<file path="config.mk">
export PLATFORM = sky130hd
export DESIGN_NAME = noc_rr_arb4
export DESIGN_NICKNAME = d
export VERILOG_FILES = /design/src/rtl/common_pkg.sv /design/src/rtl/mux.sv /design/src/rtl/rr_pick4.sv /design/src/rtl/noc_rr_arb4.sv
export SDC_FILE = /design/constraint.sdc
export NUM_CORES = 1
export LEC_CHECK = 0
export ABC_CLOCK_PERIOD_IN_PS = 1800
export BUFFER_PORTS_ARGS = -buffer_cell sky130_fd_sc_hd__buf_2
export CAP_MARGIN = 20
export CORE_ASPECT_RATIO = 0.75
export CORE_MARGIN = 2
export CORE_UTILIZATION = 35
export DETAILED_ROUTE_END_ITERATION = 6
export PLACE_DENSITY = 0.81
export SYNTH_ARGS = -nofsm -noshare
export SYNTH_HDL_FRONTEND = slang
export SYNTH_SLANG_ARGS = --single-unit
</file>
<file path="constraint.sdc">
create_clock -name clk -period 1.8 [get_ports clk]
set_clock_uncertainty 0.05 [all_clocks]
set_input_delay 0.18 -clock clk [delete_from_list [all_inputs] [get_ports clk]]
set_output_delay 0.18 -clock clk [all_outputs]
set_load 0.01 [all_outputs]
</file>
<file path="src/rtl/common_pkg.sv">
// Shared constants and types for the NoC datapath blocks.
package common_pkg;

  // Default flit width used across the NoC datapath.
  localparam int unsigned DEFAULT_D_W = 8;

  // Four-input round-robin arbiter.
  localparam int unsigned ARB4_N      = 4;
  localparam int unsigned ARB4_L      = $clog2(ARB4_N);
  localparam int unsigned GRANT_CNT_W = 16;

  typedef enum logic {ARB_EMPTY, ARB_FULL} arb_state_t;

endpackage

</file>
<file path="src/rtl/mux.sv">
// Generic N:1 mux selecting one W-bit word from a packed input vector.
module mux #(
  parameter int unsigned N = 4,
  parameter int unsigned W = 8,
  localparam int unsigned L = (N > 1) ? $clog2(N) : 1
) (
  input  logic [L-1:0]        i_sel,
  input  logic [N-1:0][W-1:0] i_data,
  output logic [W-1:0]        o_data
);

  // Plain indexed select.
  always_comb begin
    o_data = i_data[i_sel];
  end

endmodule

</file>
<file path="src/rtl/rr_pick4.sv">
// Combinational round-robin pick over four requesters starting at i_ptr.
module rr_pick4
  import common_pkg::*;
(
  input  logic [ARB4_N-1:0] i_valid,
  input  logic [ARB4_L-1:0] i_ptr,
  output logic [ARB4_L-1:0] o_gidx,
  output logic [ARB4_N-1:0] o_gnt,
  output logic              o_any
);

  logic [ARB4_L-1:0] w_idx;

  // Walk offsets from farthest to nearest so the nearest valid from i_ptr wins.
  always_comb begin
    o_gidx = '0;
    w_idx  = '0;
    for (int k = ARB4_N - 1; k >= 0; k--) begin
      w_idx = i_ptr + ARB4_L'(k);
      if (i_valid[w_idx]) begin
        o_gidx = w_idx;
      end
    end
    o_any = |i_valid;
    o_gnt = o_any ? (ARB4_N'(1) << o_gidx) : '0;
  end

endmodule

</file>
<file path="src/rtl/noc_rr_arb4.sv">
// Four-input round-robin arbitration stage with a registered output flit.
// Optional per-requester grant counters are built when NOC_RR_ARB_GRANT_CNT_EN
// is defined.
module noc_rr_arb4
  import common_pkg::*;
(
  input  logic                               clk,
  input  logic                               rst_n,
  input  logic [ARB4_N-1:0]                  i_valid,
  input  logic [ARB4_N-1:0][DEFAULT_D_W-1:0] i_data,
  output logic [ARB4_N-1:0]                  i_ready,
  output logic                               o_valid,
  output logic [DEFAULT_D_W-1:0]             o_data,
  input  logic                               o_ready,
  output logic [ARB4_L-1:0]                  o_sel
`ifdef NOC_RR_ARB_GRANT_CNT_EN
  ,
  output logic [ARB4_N-1:0][GRANT_CNT_W-1:0] o_grant_cnt
`endif
);

  arb_state_t             r_state;
  logic [ARB4_L-1:0]      r_ptr;
  logic [DEFAULT_D_W-1:0] r_data;
  logic [ARB4_L-1:0]      r_sel;

  logic [ARB4_L-1:0]      w_gidx;
  logic [ARB4_N-1:0]      w_gnt;
  logic                   w_any;
  logic                   w_can_load;
  logic                   w_load;
  logic [DEFAULT_D_W-1:0] w_flit;

  rr_pick4 u_pick (
    .i_valid (i_valid),
    .i_ptr   (r_ptr),
    .o_gidx  (w_gidx),
    .o_gnt   (w_gnt),
    .o_any   (w_any)
  );

  mux #(
    .N (ARB4_N),
    .W (DEFAULT_D_W)
  ) u_mux (
    .i_sel  (w_gidx),
    .i_data (i_data),
    .o_data (w_flit)
  );

  // Output slot is free when empty or when its flit leaves this cycle.
  always_comb begin
    w_can_load = (r_state == ARB_EMPTY) || o_ready;
    w_load     = w_can_load && w_any;
    // rst_n gate keeps i_ready low for the whole reset, not just after the edge.
    i_ready    = (w_can_load && rst_n) ? w_gnt : '0;
  end

  // Output register FSM; priority pointer moves only on an actual load.
  always_ff @(posedge clk or negedge rst_n) begin
    if (!rst_n) begin
      r_state <= ARB_EMPTY;
      r_ptr   <= '0;
      r_data  <= '0;
      r_sel   <= '0;
    end else begin
      if (w_load) begin
        r_state <= ARB_FULL;
        r_data  <= w_flit;
        r_sel   <= w_gidx;
        r_ptr   <= w_gidx + ARB4_L'(1);
      end else if ((r_state == ARB_FULL) && o_ready) begin
        r_state <= ARB_EMPTY;
      end
    end
  end

  assign o_valid = (r_state == ARB_FULL);
  assign o_data  = r_data;
  assign o_sel   = r_sel;

`ifdef NOC_RR_ARB_GRANT_CNT_EN
  logic [ARB4_N-1:0][GRANT_CNT_W-1:0] r_cnt;

  // Saturating per-requester grant counters.
  always_ff @(posedge clk or negedge rst_n) begin
    if (!rst_n) begin
      r_cnt <= '0;
    end else if (w_load && (r_cnt[w_gidx] != {GRANT_CNT_W{1'b1}})) begin
      r_cnt[w_gidx] <= r_cnt[w_gidx] + GRANT_CNT_W'(1);
    end
  end

  assign o_grant_cnt = r_cnt;
`endif

endmodule

</file>
# Word level (Yosys, flattened, before mapping)
# Cells that the tools add are included.
[word_totals]
memories = 0
register_bits = 13
out_inout_bits = 15
inputBits = 39
elab_cells = 39
latch_bits = 0
rom_bits = 0
mem_bits_rw = 0
[classes]
bitwise = 1
shifts = 1
mul = 0
mux = 18
eq_ne = 0
div_mod_pow = 0
n_addsub = 4
n_lt_le_gt_ge = 5
n_reduce_logical = 6
[ops]
columns = ["operator", "n"]
rows = [
  ["8-bit binary-select mux with 2-bit select", 1],
  ["2-bit by 3-bit < comparator with 1-bit output (second input constant)", 5],
  ["1-bit binary-select mux with 2-bit select", 4],
  ["2-bit 2-to-1 mux", 4],
  ["4-bit 2-to-1 mux", 2],
  ["8-bit 2-to-1 mux", 1],
  ["1-bit 2-to-1 mux", 6],
  ["2-bit by 1-bit adder with 2-bit output (second input constant)", 2],
  ["2-bit adder (second input constant)", 2],
  ["4-bit OR reduction", 1],
  ["1-bit by 2-bit << shifter with 4-bit output (first input constant)", 1],
  ["1-bit logical AND", 3],
  ["2-bit nonzero test", 1],
  ["1-bit logical OR", 1],
  ["1-bit NOT", 1],
]

# Longest topological paths before layout
# Gate-level depths: netlist of run 1.
[depth]
ltp_word = 10
ltp_mapped = 6
ltp_nobuf = 5

# Cells and area by module
# From an unflattened synthesis of run 1, not the netlist that was laid out.
[hier_totals]
cells_unflattened = 78
area_unflattened_um2 = 987.2
[modules_own_cells]
columns = ["module", "cells_per_inst", "area_per_inst_um2", "n_inst"]
rows = [
  ["noc_rr_arb4", 35, 579.3, 1],
  ["rr_pick4", 33, 211.5, 1],
  ["mux", 10, 196.4, 1],
]

# Worst setup path after synthesis of run 1
# Ideal clock, no wire load.
[synth_timing]
path_kind = "register to register"
start = "reg r_ptr[1]"
end = "reg r_data[1], in the netlist o_data[1]"
t_arrival_ns = 1.610
n_path_buf = 1
stages_incl_launch_ff = 7
setup_ns = 0.124
setup_slack_ns = 0.016
period_less_slack_ns = 1.784
path_cell_list = "dfrtp_1 mux2_4 o221ai_2 buf_6 mux2i_1 nor3_1 a211o_1"
[synth_between]
elab_chain_len = 9
elab_cells_between_ends = 17
cone_classes = "3 x add/sub; 14 x mux"
[synth_rtl]
columns = ["item", "line", "source"]
rows = [
  ["from (decl)", "noc_rr_arb4.sv:23", "logic [ARB4_L-1:0] r_ptr;"],
  ["from (signal assigned)", "noc_rr_arb4.sv:71", "r_ptr <= w_gidx + ARB4_L'(1);"],
  ["2-bit adder", "rr_pick4.sv:19", "w_idx = i_ptr + ARB4_L'(k);"],
  ["1-bit binary-select mux with 2-bit select", "rr_pick4.sv:20", "if (i_valid[w_idx]) begin"],
  ["1-bit 2-to-1 mux (implied by the code)", "rr_pick4.sv:20", ""],
  ["2-bit 2-to-1 mux (3 in series)", "rr_pick4.sv:20", ""],
  ["2-bit 2-to-1 mux *", "rr_pick4.sv:20", ""],
  ["8-bit binary-select mux with 2-bit select *", "mux.sv:14", "o_data = i_data[i_sel];"],
  ["8-bit 2-to-1 mux (implied by the code) *", "mux.sv:14", ""],
  ["to (signal assigned)", "noc_rr_arb4.sv:69", "r_data <= w_flit;"],
  ["to (decl)", "noc_rr_arb4.sv:24", "logic [DEFAULT_D_W-1:0] r_data;"],
]
# Mark *: on every way between the ends. The rest lies on a longest branch, timed or not. The select of a mux whose other input is x is not followed.
# A chain may end at the register's enable or synchronous reset.

# Worst setup path in the final report of run 1
[layout_timing]
start = "reg r_ptr[1]"
end = "out i_ready[1]"
[layout_between]
elab_chain_len = 10
elab_cells_between_ends = 18
cone_classes = "3 x add/sub; 1 x shift; 14 x mux"
[layout_rtl]
columns = ["item", "line", "source"]
rows = [
  ["2-bit adder", "rr_pick4.sv:19", ""],
  ["1-bit binary-select mux with 2-bit select", "rr_pick4.sv:20", ""],
  ["1-bit 2-to-1 mux (implied by the code)", "rr_pick4.sv:20", ""],
  ["2-bit 2-to-1 mux (3 in series)", "rr_pick4.sv:20", ""],
  ["2-bit 2-to-1 mux *", "rr_pick4.sv:20", ""],
  ["1-bit by 2-bit << shifter with 4-bit output *", "rr_pick4.sv:25", "o_gnt = o_any ? (ARB4_N'(1) << o_gidx) : '0;"],
  ["4-bit 2-to-1 mux *", "rr_pick4.sv:25", ""],
  ["4-bit 2-to-1 mux *", "noc_rr_arb4.sv:56", "i_ready = (w_can_load && rst_n) ? w_gnt : '0;"],
  ["to (decl)", "noc_rr_arb4.sv:11", "output logic [ARB4_N-1:0] i_ready,"],
]
# Marks and branches as above.

==> metrics.md, run 1 <==
| Metric | Value |
|---|---|
| GRT Overall Usage | `18.41%` |
| Fillers | `210` |
| Layout cell share with drive strength beyond 1 | `a little over half` |
| Worst setup path startpoint | `r_ptr[1]` |
| Post-synth EDFFs | `0` |
| Crit-path slowest cell | `dfrtp_2` |
| Inst Count DP | `182` |
| Critical path launch point type | `register` |
| Hold WS | `0.1234 ns` |
| Initial Util | `between 30% and 40%` |
| First-pass GRT wire length | `4098 µm` |
| Die ar. | `between 2000 and 3000 µm²` |
| Final ANT Viol Nets | `0` |
| WP buf/inv | `2` |
| Failing checks | `setup timing` |
| Final hold violations | `0` |
| Status | `finished with violations` |
| Port Buffers | `53` |
| Vias in the first global route | `901` |
| Sequential fraction of the synthesis area | `36.67%` |
| Worst setup slack after layout | `-0.2343 ns` |
| Net Count, Synth | `130` |
| Worst-path clk slew | `approximately 0.080 ns` |
| GRT overflow | `0` |
| RD Place Congestion | `about 0.82` |
| WP data required | `about 1.6 ns` |
| Final setup vio count | `12` |
| CTS root buffer | `clkbuf_4` |
| P_leak | `0.7507 nW` |
| Die height | `around 48 µm` |
| Synth Warn # | `0` |
| Core Footprint | `roughly 2300 µm²` |
| Hold WC Path Type | `input port to register` |
| CP Cell Sequence | `mux2_4 > o221ai_4 > buf_6 > or3_4 > nor2_2 > buf_2` |
| Reg area | `about 330 µm²` |
| Clk sinks | `13` |
| Antenna Cells | `0` |
| Vias/cell | `4.953` |
| CP max FO | `5` |
| Worst-case vdd ir drop | `372.9 µV` |
| Synth cell count leaders | `16 x mux2i_1, 16 x nor3_1, 13 x dfrtp_1, 8 x a211o_1, 6 x nor2_1` |
| Post-Synthesis Cells | `slightly above 90` |
| Setup slack, reg-to-reg | `-0.15 ns` |
| Delay of the slowest critical-path stage | `around 0.46 ns` |
| First-pass DRT Iterations | `4` |
| Critical R2R Launch | `r_ptr[1]` |
| Worst path depth | `6` |
| CTS tree | `yes` |
| F_max | `491.6 MHz` |
| Total Routed Length | `between 2000 and 3000 µm` |
| Period utilization | `113.0%` |
| DR iter-0 viols | `30` |
| CTS Buf Count | `3` |
| Initial antenna violation count | `0` |
| Die width | `between 60 and 70 µm` |
| Slew @ Worst Pin | `between 0.3 and 0.4 ns` |
| Post-synth top area share | `a little under two fifths` |
| Yosys reg bits | `13` |
| Reg2Reg Depth | `7` |
| Pwr Density | `between 1000 and 1500 nW/µm²` |
| Reg2Reg Capture Point | `o_data[2]` |
| Min cycle time layout | `roughly 2 ns` |
| Post-DP HPWL | `between 2000 and 2500 µm` |
| Synth area leader | `dfrtp_1` |
| Final Instance Count excl. Fillers | `about 190` |
| Prevailing post-synth register cell | `dfrtp_1` |
| Layout overhead on the synthesized area | `55.15%` |
| Max_slew headroom | `around three quarters` |
| Max_cap viols | `0` |
| Cell Area, Synth | `887.1 µm²` |
| DRC Markers | `0` |
| Largest net degree at the start of global routing | `18` |
| CTS H-tree lvls | `1` |
| Final nets | `about 200` |
| IO Pins | `54` |
| Setup crit end | `i_ready[1]` |
| Synth top area cells | `dfrtp_1 37%, mux2i_1 18%, nor3_1 9.0%` |
| Critical path class | `register to primary output` |
| Drt wl/cell | `13.90 µm` |
| Num rows | `15` |
| Slew Viols, Final | `0` |
| Pre-CTS setup slack | `-0.07782 ns` |
| Crit path DAT | `~1.8 ns` |
| Syn avg cell area | `9.748 µm²` |
| Netlist cell types | `26` |
| Crit path max-delay family | `flip-flops` |
| CTS Buffer Depth | `2` |
| Worst-skew pair later-pin latency | `around 0.27 ns` |
| RSZ-0062 raised after global routing | `true` |
| Via Count | `951` |
| CP endpoint kind | `primary output` |
| Post-synthesis async set-or-reset flop share | `100.0%` |
| Area of the multi-input gates | `549.3 µm²` |
-- metal layers --
metal	vias up	track usage [%]	wire length [µm]
met3	4	3.765	170
met2	39	37.17	1397
met1	436	19.57	1056
met5	-	0	0
li1	472	-	-
met4	0	9.333	44
-- flip-flops by register name, indices dropped and copies added, names as in the netlist --
register  count
o_sel         2
o_data        8
r_ptr         2
o_valid       1
-- worst min-delay path: stages --
cell     delay (ns)
buf_2          0.13
nor4_1         0.06
nand2_1        0.05
-- repair_timing --
item	in CTS	in global routing
resized for setup	15	4
endpoints found under the setup margin	12	12
buffers inserted	5	1
pin swaps	3	1
hold buffers	1	0
hold endpoints to repair	13	0
-- logic make-up (layout without fill, tap and decap cells) --
group / Yosys count / in the layout / synth area share, %
DFF: 13 / 13 / 36.67
muxes: 17 / 17 / 19.75
AOI/OAI and AO/OA: 20 / 20 / 19.89
xor gates and xnor gates: 1 / 1 / 0.9875
and+or+nand+nor: 30 / 30 / 16.36
buffers and inverters: 10 / 77 / 6.347
-- layout make-up --
class	count	share of cell area, %
clock buffer	4	1.909
sequential	13	23.73
timing repair buffer	70	30.55
multi-input combinational	68	39.91
tap	34	3.091
inverter	3	0.8182
-- layout by cell type (no fill, tap or decap), drive strengths merged --
cell         netlist  layout
buf                4      69
mux2i             16      16
nor3              16      16
dfrtp             13      13
a211o              8       8
nor2               6       6
nand2              4       4
clkbuf             3       4
inv                3       3
a21oi              3       3
o21ai              2       2
a21o               2       2
o22ai              1       1
a21boi             1       1
mux2               1       1
or3b               1       1
o221ai             1       1
nand2b             1       1
o41ai              1       1
o22a               1       1
or3                1       1
nor4               1       1
xnor2              1       1
dlygate4sd3        0       1
-- stage by stage --
step | cell area (µm²) | total power [mW] | utilization, % | TNS, ns
floorplan | 887.1 | 0.8584 | - | 0
global placement | 1232 | 1.074 | 52.53 | -0.04509
detailed placement | 1232 | 1.102 | 52.53 | -0.6649
CTS | 1363 | 1.403 | 58.08 | -1.699
global route | 1376 | 1.502 | 58.67 | -2.616
finish | 1376 | 1.410 | 58.67 | -1.742
-- worst min-delay path by stage --
stage | from | to | cells past startpoint
floorplan | rst_n | o_data[0] | 0
global placement | rst_n | o_sel[1] | 2
detailed placement | rst_n | o_sel[1] | 2
CTS | i_valid[2] | o_valid | 3
global route | i_valid[2] | o_valid | 3
finish | i_valid[2] | o_valid | 3
-- power breakdown --
group | leakage, nW | internal, mW | switching [mW]
sequential | 0.154 | 0.384 | 0.0679
combinational | 0.582 | 0.413 | 0.358
clock | 0.0150 | 0.0859 | 0.100
Note: power is estimated with default switching activity, not from simulation.
==> run 2: changes to the inputs <==
Settings changed: TNS_END_PERCENT set to 50.
==> run 2 against run 1 <==
Compared with the run above:
- the run still ends with setup timing left
- total power about the same
- fmax up 0.56%
- sequential power about the same
- combinational power about the same
- count of clock-buffer cells in the layout unchanged
- core utilization unchanged
- sequential share of layout area unchanged
- highest routed layer unchanged
- register-to-register slack better by 0.02 ns
- critical path type unchanged
- final area unchanged
- critical path depth unchanged
- global-route usage down 0.11 points
- wire length down 0.22%
- largest power group unchanged
==> metrics.md, run 2 (synthesis gave the netlist of run 1 again) <==
| Metric | Value |
|---|---|
| Initial Util | `37.81% (unchanged)` |
| Max_slew headroom | `74.79% (-0.43 points)` |
| Die width | `62.13 µm (unchanged)` |
| Final hold violations | `0 (unchanged)` |
| Critical R2R Launch | `r_ptr[0]` |
| DR iter-0 viols | `29 (-3.3%)` |
| P_leak | `0.7507 nW (about the same)` |
| First-pass GRT wire length | `4071 µm (-0.66%)` |
| Core Footprint | `2346 µm² (unchanged)` |
| Hold path depth | `3 (unchanged)` |
| Critical path launch point type | `register` |
| Hold_sp | `i_valid[2]` |
| Final Instance Count excl. Fillers | `192 (unchanged)` |
| Setup TNS | `-1.644 ns (+0.09864 ns)` |
| Total Routed Length | `2662 µm (-0.22%)` |
| Comb power frac | `54.7% (about the same)` |
| Worst setup slack after layout | `-0.2230 ns (+0.01126 ns)` |
| Hold path endpoint | `o_valid` |
| Failing checks | `setup timing` |
| CTS H-tree lvls | `1 (unchanged)` |
| WP data required | `1.57 ns (about the same)` |
| Post-route cell area | `1376 µm² (unchanged)` |
| CTS Buf Count | `3 (unchanged)` |
| Port Buffers | `53 (unchanged)` |
| DRC Markers | `0 (unchanged)` |
| Worst-case vdd ir drop | `363.4 µV (-2.5%)` |
| GRT overflow | `0 (unchanged)` |
| Die ar. | `2957 µm² (unchanged)` |
| CP max FO | `5 (unchanged)` |
| Slew @ Worst Pin | `0.3768 ns (+0.006500 ns)` |
| Seq pwr share | `32.0% (about the same)` |
| GRT Overall Usage | `18.30% (-0.11 points)` |
| Sw Share | `37.33% (about the same)` |
| CTS tree | `yes` |
| Clk sinks | `13 (unchanged)` |
| Reg2Reg Capture Point | `o_data[2]` |
| Commonest non-fill, non-tap cell in the layout | `buf_2` |
| Vias in the first global route | `894 (-0.78%)` |
| Largest net degree at the start of global routing | `18 (unchanged)` |
| CTS root buffer | `clkbuf_4` |
| CTS Buffer Depth | `2 (unchanged)` |
| Placed Instance Area | `1232 µm² (unchanged)` |
| RSZ-0062 raised after global routing | `true` |
| Final nets | `198 (unchanged)` |
| IO Pins | `54 (unchanged)` |
| Initial antenna violation count | `0 (unchanged)` |
| Num rows | `15 (unchanged)` |
| Inst Count DP | `182 (unchanged)` |
| Total power | `1.409 mW (about the same)` |
| Status | `finished with violations` |
| Critical path class | `register to primary output` |
| Setup slack, reg-to-reg | `-0.13 ns (+0.02 ns)` |
| Fillers | `208 (-0.95%)` |
| Final setup vio count | `12 (unchanged)` |
| Worst-path clk slew | `0.08 ns (about the same)` |
| CP endpoint kind | `primary output` |
| Final ANT Viol Nets | `0 (unchanged)` |
| Hold WC Path Type | `input port to register` |
| Max_cap viols | `0 (unchanged)` |
| Pint | `0.8833 mW (about the same)` |
| First-pass DRT Iterations | `4 (unchanged)` |
| Pwr Density | `1024 nW/µm² (about the same)` |
| Post-DP HPWL | `2001 µm (unchanged)` |
| Pre-CTS setup slack | `-0.07782 ns (unchanged)` |
| Drt wl/cell | `13.86 µm (-0.22%)` |
| Layout cell share with drive strength beyond 1 | `53.80% (unchanged)` |
| Clock Power Share | `13.3% (about the same)` |
| Via Count | `958 (+0.74%)` |
| F_max | `494.3 MHz (+0.56%)` |
| Largest register FFs | `8 (unchanged)` |
| Crit path DAT | `1.79 ns (about the same)` |
| Vias/cell | `4.990 (+0.74%)` |
| Layout overhead on the synthesized area | `55.15% (unchanged)` |
| Period utilization | `112.4% (-0.63 points)` |
| RD Place Congestion | `0.8161 (unchanged)` |
| Antenna Cells | `0 (unchanged)` |
| Min cycle time layout | `2.023 ns (-0.01126 ns)` |
| Die height | `47.60 µm (unchanged)` |
| Commonest non-fill, non-tap cells in the layout | `52 x buf_2, 16 x mux2i_1, 16 x nor3_1` |
| Reg2Reg Depth | `7 (unchanged)` |
| Slew Viols, Final | `0 (unchanged)` |
| Hold WS | `0.1238 ns (+0.0004550 ns)` |
| Switch Pwr | `0.5261 mW (about the same)` |
| Final core occ | `58.67% (unchanged)` |
| Worst-skew pair later-pin latency | `0.27 ns (about the same)` |
-- run 2: critical path, stage by stage, from the launching register on --
cell	delay, ns
dfrtp_2	0.45
mux2_4	0.22
o221ai_4	0.11
buf_6	0.14
or3_4	0.37
nor2_2	0.09
buf_2	0.14
-- run 2: layout make-up --
class | instances | area [µm²] | share of cell area, %
timing repair buffer | 70 | 420.4 | 30.55
sequential | 13 | 326.6 | 23.73
clock buffer | 4 | 26.28 | 1.909
inverter | 3 | 11.26 | 0.8182
multi-input combinational | 68 | 549.3 | 39.91
tap | 34 | 42.54 | 3.091
-- run 2: how the worst max path moves through the flow --
stage               startpoint    endpoint  slack (ns)  cells after the start
finish                r_ptr[1]  i_ready[1]       -0.22                      6
global route          r_ptr[1]  i_ready[1]       -0.29                      6
CTS                   r_ptr[1]  i_ready[1]       -0.23                      6
detailed placement    r_ptr[1]   o_data[3]       -0.08                      6
global placement      r_ptr[1]   o_data[1]       -0.01                      6
floorplan             r_ptr[1]   o_data[1]        0.02                      6
-- run 2: repair_timing --
item,in CTS,in global routing
endpoints found under the hold margin,13,0
buffers inserted,4,1
hold buffers,1,0
pin swaps,1,0
setup endpoints to repair,12,12
resized for setup,14,4
-- run 2: metal layers --
| layer | vias up | part of all wire (%) | global-route usage (%) |
|---|---|---|---|
| met2 | 35 | 52 | 36.52 |
| met1 | 448 | 39 | 19.71 |
| met5 | - | 0 | 0 |
| li1 | 471 | - | - |
| met3 | 4 | 6.4 | 3.765 |
| met4 | 0 | 1.7 | 9.333 |
-- run 2: power by group through the flow --
| stage | clock (mW) | combinational, mW | sequential, mW |
|---|---|---|---|
| final | 0.187 | 0.771 | 0.452 |
| after global routing | 0.208 | 0.831 | 0.465 |
| after CTS | 0.187 | 0.745 | 0.455 |
| after detailed placement | 0 | 0.646 | 0.456 |
| after global placement | 0 | 0.629 | 0.445 |
| after floorplan | 0 | 0.376 | 0.482 |
